File: config.mk
export PLATFORM = sky130hd
export DESIGN_NAME = fan_pwm_multi
export DESIGN_NICKNAME = d
export VERILOG_FILES = /design/src/rtl/fan_pkg.sv /design/src/rtl/fan_channel.sv /design/src/rtl/fan_pwm_multi.sv
export SDC_FILE = /design/constraint.sdc
export NUM_CORES = 1
export LEC_CHECK = 0
export ABC_CLOCK_PERIOD_IN_PS = 4200
export CAP_MARGIN = 20
export CORE_MARGIN = 1.5
export CORE_UTILIZATION = 60
export CTS_CLUSTER_DIAMETER = 100
export DETAILED_ROUTE_END_ITERATION = 16
export GPL_TIMING_DRIVEN = 0
export PLACE_DENSITY_LB_ADDON = 0.1
export SKIP_CTS_REPAIR_TIMING = 1
export SLEW_MARGIN = 20
export SYNTH_ARGS = -nofsm -noshare
export SYNTH_HDL_FRONTEND = slang
export SYNTH_SLANG_ARGS = --single-unit
File: constraint.sdc
create_clock -name clk_i -period 4.2 [get_ports clk_i]
set_input_delay 0.42 -clock clk_i [delete_from_list [all_inputs] [get_ports clk_i]]
set_output_delay 0.42 -clock clk_i [all_outputs]
set_load 0.02 [all_outputs]
File: src/rtl/fan_pkg.sv
// Shared definitions for the multi-channel fan PWM generator/supervisor.
// Holds the per-channel state type, its encoding, and the default
// parameter values used by fan_channel and fan_pwm_multi.
package fan_pkg;

  localparam int STATE_W               = 2;
  localparam int DEF_PERIOD_BITWIDTH   = 5;
  localparam int DEF_KICK_PERIODS      = 4;
  localparam int DEF_STALL_PERIODS     = 8;

  // Encoding is visible on state_o and consumed by the status display.
  typedef enum logic [STATE_W-1:0] {
    ST_OFF   = 2'd0,
    ST_KICK  = 2'd1,
    ST_RUN   = 2'd2,
    ST_STALL = 2'd3
  } fan_state_t;

endpackage

File: src/rtl/fan_channel.sv
// One fan channel: shadow/active duty registers, minimum-duty clamp,
// PWM compare, tach synchroniser with rising-edge detect, stall counter
// and the OFF/KICK/RUN/STALL supervisor FSM.
//
// Ports:
//   clk_i, rstn_i   clock, asynchronous active-low reset
//   run_en_i        high when the period is nonzero; low freezes the channel
//   period_end_i    one-cycle pulse on the last tick of each period
//   counter_i       shared period counter
//   period_i        terminal count of the period counter
//   min_duty_i      minimum nonzero duty in ticks
//   duty_i          new duty word, captured when duty_strb_i is high
//   duty_strb_i     load strobe for duty_i
//   tach_i          asynchronous tach input
//   pwm_o           registered PWM pin
//   stall_o         high while the channel is in STALL
//   state_o         current FSM state
module fan_channel
  import fan_pkg::*;
#(
  parameter int PERIOD_BITWIDTH = DEF_PERIOD_BITWIDTH,
  parameter int KICK_PERIODS    = DEF_KICK_PERIODS,
  parameter int STALL_PERIODS   = DEF_STALL_PERIODS
) (
  input  logic                       clk_i,
  input  logic                       rstn_i,
  input  logic                       run_en_i,
  input  logic                       period_end_i,
  input  logic [PERIOD_BITWIDTH-1:0] counter_i,
  input  logic [PERIOD_BITWIDTH-1:0] period_i,
  input  logic [PERIOD_BITWIDTH-1:0] min_duty_i,
  input  logic [PERIOD_BITWIDTH-1:0] duty_i,
  input  logic                       duty_strb_i,
  input  logic                       tach_i,
  output logic                       pwm_o,
  output logic                       stall_o,
  output fan_state_t                 state_o
);

  localparam int KW = $clog2(KICK_PERIODS + 1);
  localparam int SW = $clog2(STALL_PERIODS + 1);
  localparam logic [KW-1:0] KICK_LAST = KW'(KICK_PERIODS - 1);
  localparam logic [SW-1:0] STALL_MAX = SW'(STALL_PERIODS);

  logic [PERIOD_BITWIDTH-1:0] shadow_q, shadow_d;
  logic [PERIOD_BITWIDTH-1:0] active_q, active_d;
  logic [PERIOD_BITWIDTH-1:0] eff;
  logic [2:0]                 tach_q, tach_d;
  logic                       tach_edge;
  logic [SW-1:0]              stall_cnt_q, stall_cnt_d;
  logic [KW-1:0]              kick_cnt_q, kick_cnt_d;
  fan_state_t                 state_q, state_d;
  logic                       pwm_q, pwm_d;
  logic                       raw_pwm;

  // Zero stays zero (fan off); any other request is lifted to the minimum.
  function automatic logic [PERIOD_BITWIDTH-1:0] clamp_duty(
    input logic [PERIOD_BITWIDTH-1:0] act,
    input logic [PERIOD_BITWIDTH-1:0] min_duty
  );
    if (act == '0)
      return '0;
    return (act > min_duty) ? act : min_duty;
  endfunction

  always_comb begin
    // Duty path: a strobe coincident with period_end lands in active directly.
    shadow_d = duty_strb_i ? duty_i : shadow_q;
    active_d = period_end_i ? shadow_d : active_q;
    eff      = clamp_duty(active_q, min_duty_i);
    raw_pwm  = (eff > period_i) || (counter_i < eff);

    // Tach: [0] and [1] are the synchroniser, [2] the previous synced level.
    tach_d    = {tach_q[1], tach_q[0], tach_i};
    tach_edge = run_en_i && tach_q[1] && !tach_q[2];

    // Stall counter: only meaningful in RUN/STALL; a tach edge beats period_end.
    stall_cnt_d = stall_cnt_q;
    if (state_q == ST_OFF || state_q == ST_KICK)
      stall_cnt_d = '0;
    else if (tach_edge)
      stall_cnt_d = '0;
    else if (period_end_i && stall_cnt_q != STALL_MAX)
      stall_cnt_d = stall_cnt_q + 1'b1;

    // Supervisor FSM; decisions use the duty that becomes active this period_end.
    state_d    = state_q;
    kick_cnt_d = kick_cnt_q;
    case (state_q)
      ST_OFF: begin
        kick_cnt_d = '0;
        if (period_end_i && active_d != '0)
          state_d = ST_KICK;
      end
      ST_KICK: begin
        if (period_end_i) begin
          if (kick_cnt_q == KICK_LAST)
            state_d = ST_RUN;
          else
            kick_cnt_d = kick_cnt_q + 1'b1;
        end
      end
      ST_RUN: begin
        if (period_end_i) begin
          if (active_d == '0)
            state_d = ST_OFF;
          else if (stall_cnt_d == STALL_MAX)
            state_d = ST_STALL;
        end
      end
      ST_STALL: begin
        if (period_end_i && active_d == '0)
          state_d = ST_OFF;
        else if (tach_edge)
          state_d = ST_RUN;
      end
      default: state_d = ST_OFF;
    endcase

    // Pin: driven from the current state and counter, so it lags by one cycle.
    pwm_d = 1'b0;
    if (run_en_i) begin
      case (state_q)
        ST_KICK, ST_STALL: pwm_d = 1'b1;
        ST_RUN:            pwm_d = raw_pwm;
        default:           pwm_d = 1'b0;
      endcase
    end
  end

  always_ff @(posedge clk_i or negedge rstn_i) begin
    if (!rstn_i) begin
      shadow_q    <= '0;
      active_q    <= '0;
      tach_q      <= '0;
      stall_cnt_q <= '0;
      kick_cnt_q  <= '0;
      state_q     <= ST_OFF;
      pwm_q       <= 1'b0;
    end else begin
      shadow_q    <= shadow_d;
      active_q    <= active_d;
      tach_q      <= tach_d;
      stall_cnt_q <= stall_cnt_d;
      kick_cnt_q  <= kick_cnt_d;
      state_q     <= state_d;
      pwm_q       <= pwm_d;
    end
  end

  assign pwm_o   = pwm_q;
  assign stall_o = (state_q == ST_STALL);
  assign state_o = state_q;

endmodule

File: src/rtl/fan_pwm_multi.sv
// N-channel fan PWM generator and supervisor. Holds the shared period
// counter and period_end pulse; each channel is an independent fan_channel.
//
// Ports:
//   clk_i        system clock
//   rstn_i       asynchronous active-low reset
//   clk_en_i     counter advance enable
//   period_i     terminal count; period is period_i+1 ticks, 0 stops everything
//   min_duty_i   minimum nonzero duty in ticks
//   duty_i       per-channel duty words, channel k in slice k
//   duty_STRB_i  per-channel duty load strobes
//   tach_i       asynchronous tach inputs
//   PWM_pin_o    registered PWM outputs
//   stall_o      per-channel stall flags
//   state_o      per-channel FSM state, 2 bits each (OFF/KICK/RUN/STALL = 0..3)
module fan_pwm_multi
  import fan_pkg::*;
#(
  parameter int CHANNELS        = 2,
  parameter int PERIOD_BITWIDTH = DEF_PERIOD_BITWIDTH,
  parameter int KICK_PERIODS    = DEF_KICK_PERIODS,
  parameter int STALL_PERIODS   = DEF_STALL_PERIODS
) (
  input  logic                                clk_i,
  input  logic                                rstn_i,
  input  logic                                clk_en_i,
  input  logic [PERIOD_BITWIDTH-1:0]          period_i,
  input  logic [PERIOD_BITWIDTH-1:0]          min_duty_i,
  input  logic [CHANNELS*PERIOD_BITWIDTH-1:0] duty_i,
  input  logic [CHANNELS-1:0]                 duty_STRB_i,
  input  logic [CHANNELS-1:0]                 tach_i,
  output logic [CHANNELS-1:0]                 PWM_pin_o,
  output logic [CHANNELS-1:0]                 stall_o,
  output logic [2*CHANNELS-1:0]               state_o
);

  logic [PERIOD_BITWIDTH-1:0] counter_q, counter_d;
  logic                       run_en;
  logic                       period_end;

  always_comb begin
    run_en     = (period_i != '0);
    period_end = run_en && clk_en_i && (counter_q == period_i);
    counter_d  = counter_q;
    if (!run_en)
      counter_d = '0;
    // >= also recovers cleanly if period_i shrinks below the current count.
    else if (clk_en_i)
      counter_d = (counter_q >= period_i) ? '0 : counter_q + 1'b1;
  end

  always_ff @(posedge clk_i or negedge rstn_i) begin
    if (!rstn_i)
      counter_q <= '0;
    else
      counter_q <= counter_d;
  end

  for (genvar k = 0; k < CHANNELS; k++) begin : g_ch
    fan_state_t ch_state;

    fan_channel #(
      .PERIOD_BITWIDTH (PERIOD_BITWIDTH),
      .KICK_PERIODS    (KICK_PERIODS),
      .STALL_PERIODS   (STALL_PERIODS)
    ) u_ch (
      .clk_i        (clk_i),
      .rstn_i       (rstn_i),
      .run_en_i     (run_en),
      .period_end_i (period_end),
      .counter_i    (counter_q),
      .period_i     (period_i),
      .min_duty_i   (min_duty_i),
      .duty_i       (duty_i[k*PERIOD_BITWIDTH +: PERIOD_BITWIDTH]),
      .duty_strb_i  (duty_STRB_i[k]),
      .tach_i       (tach_i[k]),
      .pwm_o        (PWM_pin_o[k]),
      .stall_o      (stall_o[k]),
      .state_o      (ch_state)
    );

    assign state_o[2*k +: 2] = ch_state;
  end

endmodule

=== Word level (Yosys, flattened, before mapping) ===
Index checks and enable logic that the tools add are counted.

* Bits in registers: 51
* Latch bits: 0
* RAM bits: 0
* Bits in read-only memories: 0
* Bits of input ports: 27
* Logic and storage cells: 139
* Memories kept: 0

* Add/sub/neg operators: 5
* Multipliers: 0
* Divide/modulo/power cells: 0
* Order comparisons: 7
* Equality and inequality tests: 28
* Shift operators: 0
* Multiplexer cells: 49
* Bitwise operators: 0
* Reduce and logical (&&, ||, !) cells: 35

{| class="wikitable"
|+ Operator list
! cell !! number
|-
| 5-bit two-way mux || 13
|-
| 2-bit two-way mux || 16
|-
| 4-bit two-way mux || 6
|-
| 5-bit > comparator || 4
|-
| 5-bit logical NOT || 4
|-
| 2-bit != test, second input constant || 9
|-
| 2-bit one-hot mux with 4 select lines || 2
|-
| 5-bit nonzero test || 3
|-
| 1-bit logical AND || 12
|-
| 3-bit two-way mux || 4
|-
| 3-bit one-hot mux with 2 select lines || 2
|-
| 6-bit AND reduction || 2
|-
| 5-bit < comparator || 2
|-
| 4-bit by 1-bit adder with 4-bit output, second input constant || 2
|-
| 2-bit equality test, second input constant || 4
|-
| 4-bit equality test, second input constant || 2
|-
| 4-bit != test, second input constant || 2
|-
| 3-bit by 1-bit adder with 3-bit output, second input constant || 2
|-
| 3-bit by 2-bit equality test with 1-bit output, second input constant || 2
|-
| 3-bit by 1-bit != test with 1-bit output, second input constant || 2
|-
| 3-bit != test, second input constant || 2
|-
| 3-bit AND reduction || 2
|-
| 5-bit by 1-bit adder with 5-bit output, second input constant || 1
|-
| 5-bit equality test || 1
|-
| other kinds (10) || 23
|}

=== Longest topological paths before layout ===
Gate-level depths: netlist of run 1.

* Word-level depth: 12
* Mapped depth: 15
* Gate-level depth less buffers: 15

=== Cells and area by module ===
Synthesis of run 1 repeated with hierarchy kept, for this count alone.

* Cell total of the unflattened synthesis: 362
* Area total of the unflattened synthesis: 3,512.1 um^2

{| class="wikitable"
|+ By module, submodules not included
! module !! times used !! cells each !! area an instance (um^2)
|-
| fan_channel (g_ch[1].u_ch) || 1 || 155 || 1,540.2
|-
| fan_channel (g_ch[0].u_ch) || 1 || 160 || 1,539.0
|-
| fan_pwm_multi || 1 || 47 || 432.9
|}

=== Worst setup path before layout of run 1 ===
Ideal clock, no wire load.

* Path kind: input to register
* Start: in min_duty_i[3]
* End: reg g_ch[1].u_ch.pwm_q
* Library setup time: 0.133 ns
* Arrival: 2.833 ns
* Path slack: 1.234 ns
* Stages: 13
* Path through: inv_1 -> ha_1 -> and3_1 -> and3_1 -> a21oi_1 -> mux2i_1 -> or2_2 -> ha_1 -> nand3_1 -> o221a_2 -> a211oi_1 -> o31a_1 -> nor3_1

* Cells in the longest elaborated chain, start to end: 7
* Elaborated cells on any way between the ends: 8

{| class="wikitable"
|+ Ends and longest elaborated chain
! what !! line !! text
|-
| from (decl) || fan_pwm_multi.sv:28 || <nowiki>input logic [PERIOD_BITWIDTH-1:0] min_duty_i,</nowiki>
|-
| 5-bit > comparator || fan_channel.sv:63 || <nowiki>return (act > min_duty) ? act : min_duty;</nowiki>
|-
| 5-bit two-way mux (*) (2 in series) || fan_channel.sv:63 ||
|-
| 5-bit > comparator / 5-bit < comparator (equally long branches) || fan_channel.sv:71 || <nowiki>raw_pwm = (eff > period_i) || (counter_i < eff);</nowiki>
|-
| 1-bit logical OR (*) || fan_channel.sv:71 ||
|-
| 1-bit one-hot mux with 2 select lines (*) || fan_channel.sv:123 || <nowiki>case (state_q)</nowiki>
|-
| 1-bit two-way mux (*) || fan_channel.sv:122 || <nowiki>if (run_en_i) begin</nowiki>
|-
| named net g_ch[1].u_ch.pwm_d || fan_channel.sv:53 || <nowiki>logic pwm_q, pwm_d;</nowiki>
|-
| to (signal assigned) || fan_channel.sv:147 || <nowiki>pwm_q <= pwm_d;</nowiki>
|-
| to (decl) || fan_channel.sv:53 ||
|}

The timed path passes the listed nets; every way through them passes the cells marked *.
A chain may end at the register's enable or synchronous reset.

=== Worst setup path in the final report of run 1 ===
* Start: in min_duty_i[4]
* End: reg g_ch[1].u_ch.pwm_q

Same word-level chain as after synthesis.

==> results.cfg, run 1 <==
[logic_synthesis]
synth_common_cells = dfrtp_1, nand2_1, ha_1, nor2_1, inv_1
yosys.area.top_type = dfrtp_1
synth_area_per_cell_um2 = 9.07
ys_ff_latch = 51
yosysTopAreaCellShare = 0.372
synth_top_cells_by_area = dfrtp_1, ha_1, nand2_1, nor2_1, o21ai_0
yosysWarningCount = 0
synth_top_family_by_area = simple AND/OR/NAND/NOR gates
syn_area_um2 = 3430
synthCells = 378
yosys.cell_types.count = 46
synth_top_flop_cell = dfrtp_1
synthXorXnorAreaFrac = 0.00767
synthAdderAreaFrac = 0.153
yosys.area_share.simple = 0.194
yosysSeqAreaShare = 0.372
yosysMostFrequentCell = dfrtp_1
synth_edf_count = 0
muxShareOfSynthArea = 0.0624
synth_compound_area_frac = 0.162
syn-num-nets = 447
ys_async_sr_fraction = 1.00

[floorplanning]
die_area_um2 = 6170
rows = 27
core_area_um2 = 5510
start_util = 0.622
dieHeight_um = 78.6
die-width_um = 78.6
io_pins = 35

[detailed_routing]
drc = 0
dr.first_iter.drc_count = 177
vias = 2763
first_pass_iters = 4
drt_wl_total_um = 7240
avgRoutedWirePerCell_um = 14.8
ant_nets = 0
vias_per_cell = 5.64

[global_routing]
first_global_vias = 2766
grt_antenna_before_repair = 0
grt_max_degree = 52
grt_overflow = 0
track_usage = 0.259
grt_pass1_wl_um = 12500

[sta]
grt_setup_unrepaired = no
slew_violations = 0
setup_violations = 0
finalCritPeriodShare = 0.818
period_minus_slack_ns = 3.44
hold_violations = 0
fmax_ghz = 0.291
skew_ns = 0.00568
slew_headroom = 0.591
worst_pin_slew_ns = 0.614
fin_setup_tns_ns = 0

[clocking]
clk_latency_ns = 0.31
tritoncts = done
cts_root_buf = clkbuf_8
cts_buffers = 5
cts.sinks = 51
h-tree-depth = 2
path_clk_slew_ns = 0.09
clockBufferDepth = 2

[critical_path]
startpoint = min_duty_i[4]
cp.arrival_ns = 3.62
worstReg2RegStart = g_ch[1].u_ch.active_q[3]
worstSetupStartpointType = primary input
end_kind = flip-flop
critPathRequiredTime_ns = 4.38
crit_type = primary input to flip-flop
cp_max_fo = 7

[placed_design]
placement.io_buffers = 33
gp_congestion = 0.827
dp.cells = 483
dpl.hpwl_um = 5510

[power_and_ir_drop]
switching_share = 0.387
switching_power_mw = 0.702
powerDensity_nw_per_um2 = 461
total_leakage_power_nw = 1.87
p_seq_frac = 0.374
power_frac_clock = 0.157
ir_drop_mv = 0.249
p_int_mw = 1.11
power_frac_comb = 0.469

[finish]
post_route_cells_drive_above_1_share = 0.0933
insertedDiodeCount = 0
fillCellCount = 447
area_delta_synth_final_pct = 14.7
instances_no_fill = 490
final_nets = 487

[job]
cap_violations = 0

[outcome]
status = completed

[min_path]
hold_class = primary input to asynchronous set/reset pin
==> sequential cells by signal, indices dropped and copies added, names as in the netlist <==
| name | cells |
|---|---|
| g_ch.u_ch.active_q | 10 |
| g_ch.u_ch.shadow_q | 10 |
| g_ch.u_ch.stall_cnt_q | 8 |
| g_ch.u_ch.kick_cnt_q | 6 |
| g_ch.u_ch.tach_q | 6 |
| counter_q | 5 |
| g_ch.u_ch.state_o | 4 |
| g_ch.u_ch.pwm_o | 2 |
==> kinds of logic (layout without fill, tap and decap cells) <==
logic type      Yosys count  in the layout
compound gates           84             84
flops                    51             51
buf+inv                  39             79
mux                      20             20
fa+ha+maj                42             42
simple gates            139            139
xor+xnor                  3              3
==> power groups by stage <==
stage / combinational (mW) / clock, mW / sequential (mW)
2_1_floorplan: 0.619 / 0 / 0.670
3_3_place_gp: 0.802 / 0 / 0.685
3_5_place_dp: 0.844 / 0 / 0.688
4_1_cts: 0.851 / 0.289 / 0.678
5_1_grt: 0.981 / 0.311 / 0.693
6_report: 0.849 / 0.285 / 0.678
==> final cells by class <==
class,instances,area [um^2],area share
Buffer,13,65.1,0.0165
Multi-Input combinational cell,288,1990,0.506
Tap cell,72,90.1,0.0229
Clock inverter,1,5.00,0.00127
Sequential cell,51,1280,0.325
Timing Repair Buffer,33,328,0.0834
Inverter,26,97.6,0.0248
Clock buffer,6,82.6,0.0210
==> layout by cell type (no fill, tap or decap), types with 5 or more instances in the layout <==
| master | netlist | final |
|---|---|---|
| o21ai_0 | 25 | 25 |
| mux2_2 | 11 | 11 |
| nand3_1 | 7 | 7 |
| clkdlybuf4s50_1 | 0 | 32 |
| clkbuf_8 | 0 | 6 |
| inv_1 | 26 | 26 |
| nand2_1 | 44 | 44 |
| dfrtp_1 | 51 | 51 |
| nor2b_1 | 6 | 6 |
| a21o_1 | 5 | 5 |
| or2_2 | 10 | 10 |
| buf_4 | 4 | 5 |
| ha_1 | 42 | 42 |
| nor2_1 | 42 | 42 |
| nand2b_1 | 5 | 5 |
| mux2i_1 | 9 | 9 |
| a21oi_1 | 22 | 22 |
| clkbuf_1 | 8 | 8 |
| a22o_1 | 6 | 6 |
==> metrics by stage <==
step	total power, mW	area (um^2)	hold WS [ns]	setup slack, ns	utilization
floorplan	1.29	3430	0.124	1.23	-
CTS	1.82	3930	0.152	0.775	0.714
detailed placement	1.53	3840	0.349	0.453	0.698
global route	1.98	3930	0.178	0.501	0.714
finish	1.81	3930	0.122	0.763	0.714
global placement	1.49	3850	0.337	0.516	0.699
==> path summary, 6_finish.rpt <==
check | end | slack, ns | cells after the start
max | g_ch[1].u_ch.pwm_o | 0.76 | 14
min | g_ch[0].u_ch.stall_cnt_q[3] | 0.12 | 1
max reg2reg | g_ch[1].u_ch.pwm_o | 1.04 | 12
min reg2reg | g_ch[1].u_ch.tach_q[1] | 0.36 | 0
max in group asynchronous | g_ch[1].u_ch.shadow_q[2] | 3.67 | 1
min in group clk_i | g_ch[1].u_ch.tach_q[1] | 0.36 | 0
==> per-layer routing <==
layer	wire, um	track usage	share of wire	vias up
met5	0	0	0	-
met1	3400	0.344	0.47	1299
li1	-	-	-	1415
met2	3460	0.425	0.48	38
met3	259	0.0442	0.036	11
met4	120	0.0946	0.017	0
==> worst max-delay path, cell delays in order <==
cell and delay, ns:
clkdlybuf4s50_1 0.50, inv_1 0.08, ha_1 0.30, and3_1 0.18
and3_1 0.17, a21oi_1 0.42, mux2i_1 0.20, or2_2 0.30
ha_1 0.29, nand3_1 0.07, o221a_2 0.24, a211oi_1 0.23
o31a_1 0.17, nor3_1 0.04
No activity file was read; power rests on OpenSTA's default activity.
==> run 2, diff against run 1 <==
- ABC_CLOCK_PERIOD_IN_PS: 4200 -> 3300
- CORE_UTILIZATION: 60 -> 57
- clock period: 4.2 -> 3.3 ns (I/O delays scaled with it)
==> run 2 against run 1 <==
  * Hold slack worse by 0.15 ns
  * First-iteration DRC count down 12%
  * Routed wire length up 4.2%
  * Die area up 5.1%
  * Sequential power up 28%
  * The run now ends with negative hold slack left
  * Non-clock buffer count up 2
  * Largest power group unchanged
  * Register-to-register slack worse by 0.83 ns
  * Clock power up 60%
  * Setup slack worse by 0.64 ns
==> results.cfg, run 2 (synthesis gave the netlist of run 1 again) <==
[placed_design]
place_area_um2 = 3870
placement.io_buffers = 33
dpl.hpwl_um = 5660
place_ws_ns = -0.331
gp_congestion = 0.787
dp.cells = 487

[job]
cap_violations = 0

[min_path]
hold_class = primary input to asynchronous set/reset pin

[finish]
top_regs = g_ch.u_ch.active_q: 10 flops, g_ch.u_ch.shadow_q: 10 flops, g_ch.u_ch.stall_cnt_q: 8 flops
post_route_cells_drive_above_1_share = 0.119
final_area_um2 = 4040
multi_input_area_um2 = 2030
insertedDiodeCount = 0
final_nets = 489
final_common_cell = dfrtp_1
seq_area_um2 = 1280
area_delta_synth_final_pct = 17.8
fillCellCount = 464
instances_no_fill = 496
final_cell_mix = dfrtp_1, nand2_1, nor2_1

[critical_path]
reg2reg_depth = 13
path_depth = 14
cp_max_fo = 8
crit_type = primary input to flip-flop
end_kind = flip-flop
worstSetupStartpointType = primary input
crit_chain = clkdlybuf4s50_1 > inv_2 > ha_1 > and4_1 > a21oi_1 > o31a_1 > a21oi_2 > or2_2 > ha_1 > a21o_1 > a21o_1 > a221oi_2 > o31ai_1 > a31oi_1
critPathRequiredTime_ns = 3.53
cp.arrival_ns = 3.40
slowest_stage = clkdlybuf4s50_1
path_buf_inv = 2
slowest_delay_ns = 0.47
path_delay_family = compound AO/OA/AOI/OAI gates

[global_routing]
grt_overflow = 0
first_global_vias = 2658
track_usage = 0.250
grt_max_degree = 33
grt_pass1_wl_um = 12500
grt_antenna_before_repair = 0

[sta]
period_minus_slack_ns = 3.17
slew_violations = 0
fmax_ghz = 0.315
worst_pin_slew_ns = 0.554
setup_violations = 0
whs_ns = -0.0322
finalCritPeriodShare = 0.962
skew_ns = 0.00689
worst_slack_ns = 0.126
hold_violations = 19
slew_headroom = 0.627

[power_and_ir_drop]
total_leakage_power_nw = 1.91
powerDensity_nw_per_um2 = 611
ir_drop_mv = 0.368

[floorplanning]
die_area_um2 = 6490
dieHeight_um = 80.5
rows = 28
io_pins = 35
start_util = 0.586
die-width_um = 80.5
core_area_um2 = 5850

[clocking]
path_clk_slew_ns = 0.09
h-tree-depth = 2
cts.sinks = 51
clockBufferDepth = 2
clk_latency_ns = 0.31
cts_buffers = 5
tritoncts = done
cts_root_buf = clkbuf_8

[detailed_routing]
drc = 0
first_pass_iters = 4
avgRoutedWirePerCell_um = 15.2
vias = 2841
vias_per_cell = 5.73
drt_wl_total_um = 7540
dr.first_iter.drc_count = 155
ant_nets = 0

[outcome]
status = finished with violations
violations = negative hold slack
==> run 2: cell types whose count changed in the layout (fill, tap and decap cells not counted), sizes merged <==
cell	delta
buf	+2
bufinv	+1
clkdlybuf4s50	-1
dlymetal6s2s	+1
==> run 2: through the flow <==
| stage | TNS, ns | total power [mW] | util |
|---|---|---|---|
| 4_1_cts | -0.0202 | 2.41 | 0.681 |
| 6_report | 0 | 2.47 | 0.690 |
| 2_1_floorplan | 0 | 1.64 | - |
| 5_1_grt | -0.0236 | 2.68 | 0.690 |
| 3_3_place_gp | -0.499 | 1.90 | 0.658 |
| 3_5_place_dp | -0.527 | 1.96 | 0.661 |
==> run 2: power breakdown <==
part           internal, mW  switching (mW)
Combinational         0.533           0.607
Clock                 0.246           0.210
Sequential            0.744           0.127
Total                  1.52           0.944
==> run 2: cell type report <==
type                       count  share of cell area
multi-input combinational    288               0.503
tap                           75              0.0232
inverter                      26              0.0242
sequential                    51               0.316
clock inverter                 2             0.00868
clock buffer                   6              0.0205
timing repair buffer          35              0.0880
buffer                        13              0.0161
==> run 2: worst paths after layout <==
path	from	to	slack, ns
setup / recovery	min_duty_i[1]	g_ch[0].u_ch.pwm_o	0.13
hold / removal	rstn_i	g_ch[0].u_ch.tach_q[2]	-0.03
setup reg to reg	g_ch[0].u_ch.active_q[2]	g_ch[0].u_ch.pwm_o	0.21
hold reg to reg	g_ch[1].u_ch.tach_q[0]	g_ch[1].u_ch.tach_q[1]	0.36
max in group asynchronous	rstn_i	g_ch[1].u_ch.active_q[3]	2.79
min in group clk_i	g_ch[1].u_ch.tach_q[0]	g_ch[1].u_ch.tach_q[1]	0.36
==> run 2: worst register-to-register path: stages, from the launching register on <==
cell and delay [ns]:
dfrtp_1 0.46, ha_4 0.27, o21ai_1 0.12, a21oi_1 0.07, o31a_1 0.39, nor2_1 0.17, a21oi_2 0.05, or2_2 0.29
ha_1 0.29, a21o_1 0.16, a21o_1 0.18, a221oi_2 0.26, o31ai_1 0.11, a31oi_1 0.19
==> run 2: per-layer routing <==
| metal | global-route usage | vias up | routed length [um] |
|---|---|---|---|
| li1 | - | 1415 | - |
| met1 | 0.350 | 1369 | 3530 |
| met2 | 0.397 | 51 | 3570 |
| met3 | 0.0432 | 6 | 381 |
| met4 | 0.0655 | 0 | 62 |
| met5 | 0 | - | 0 |
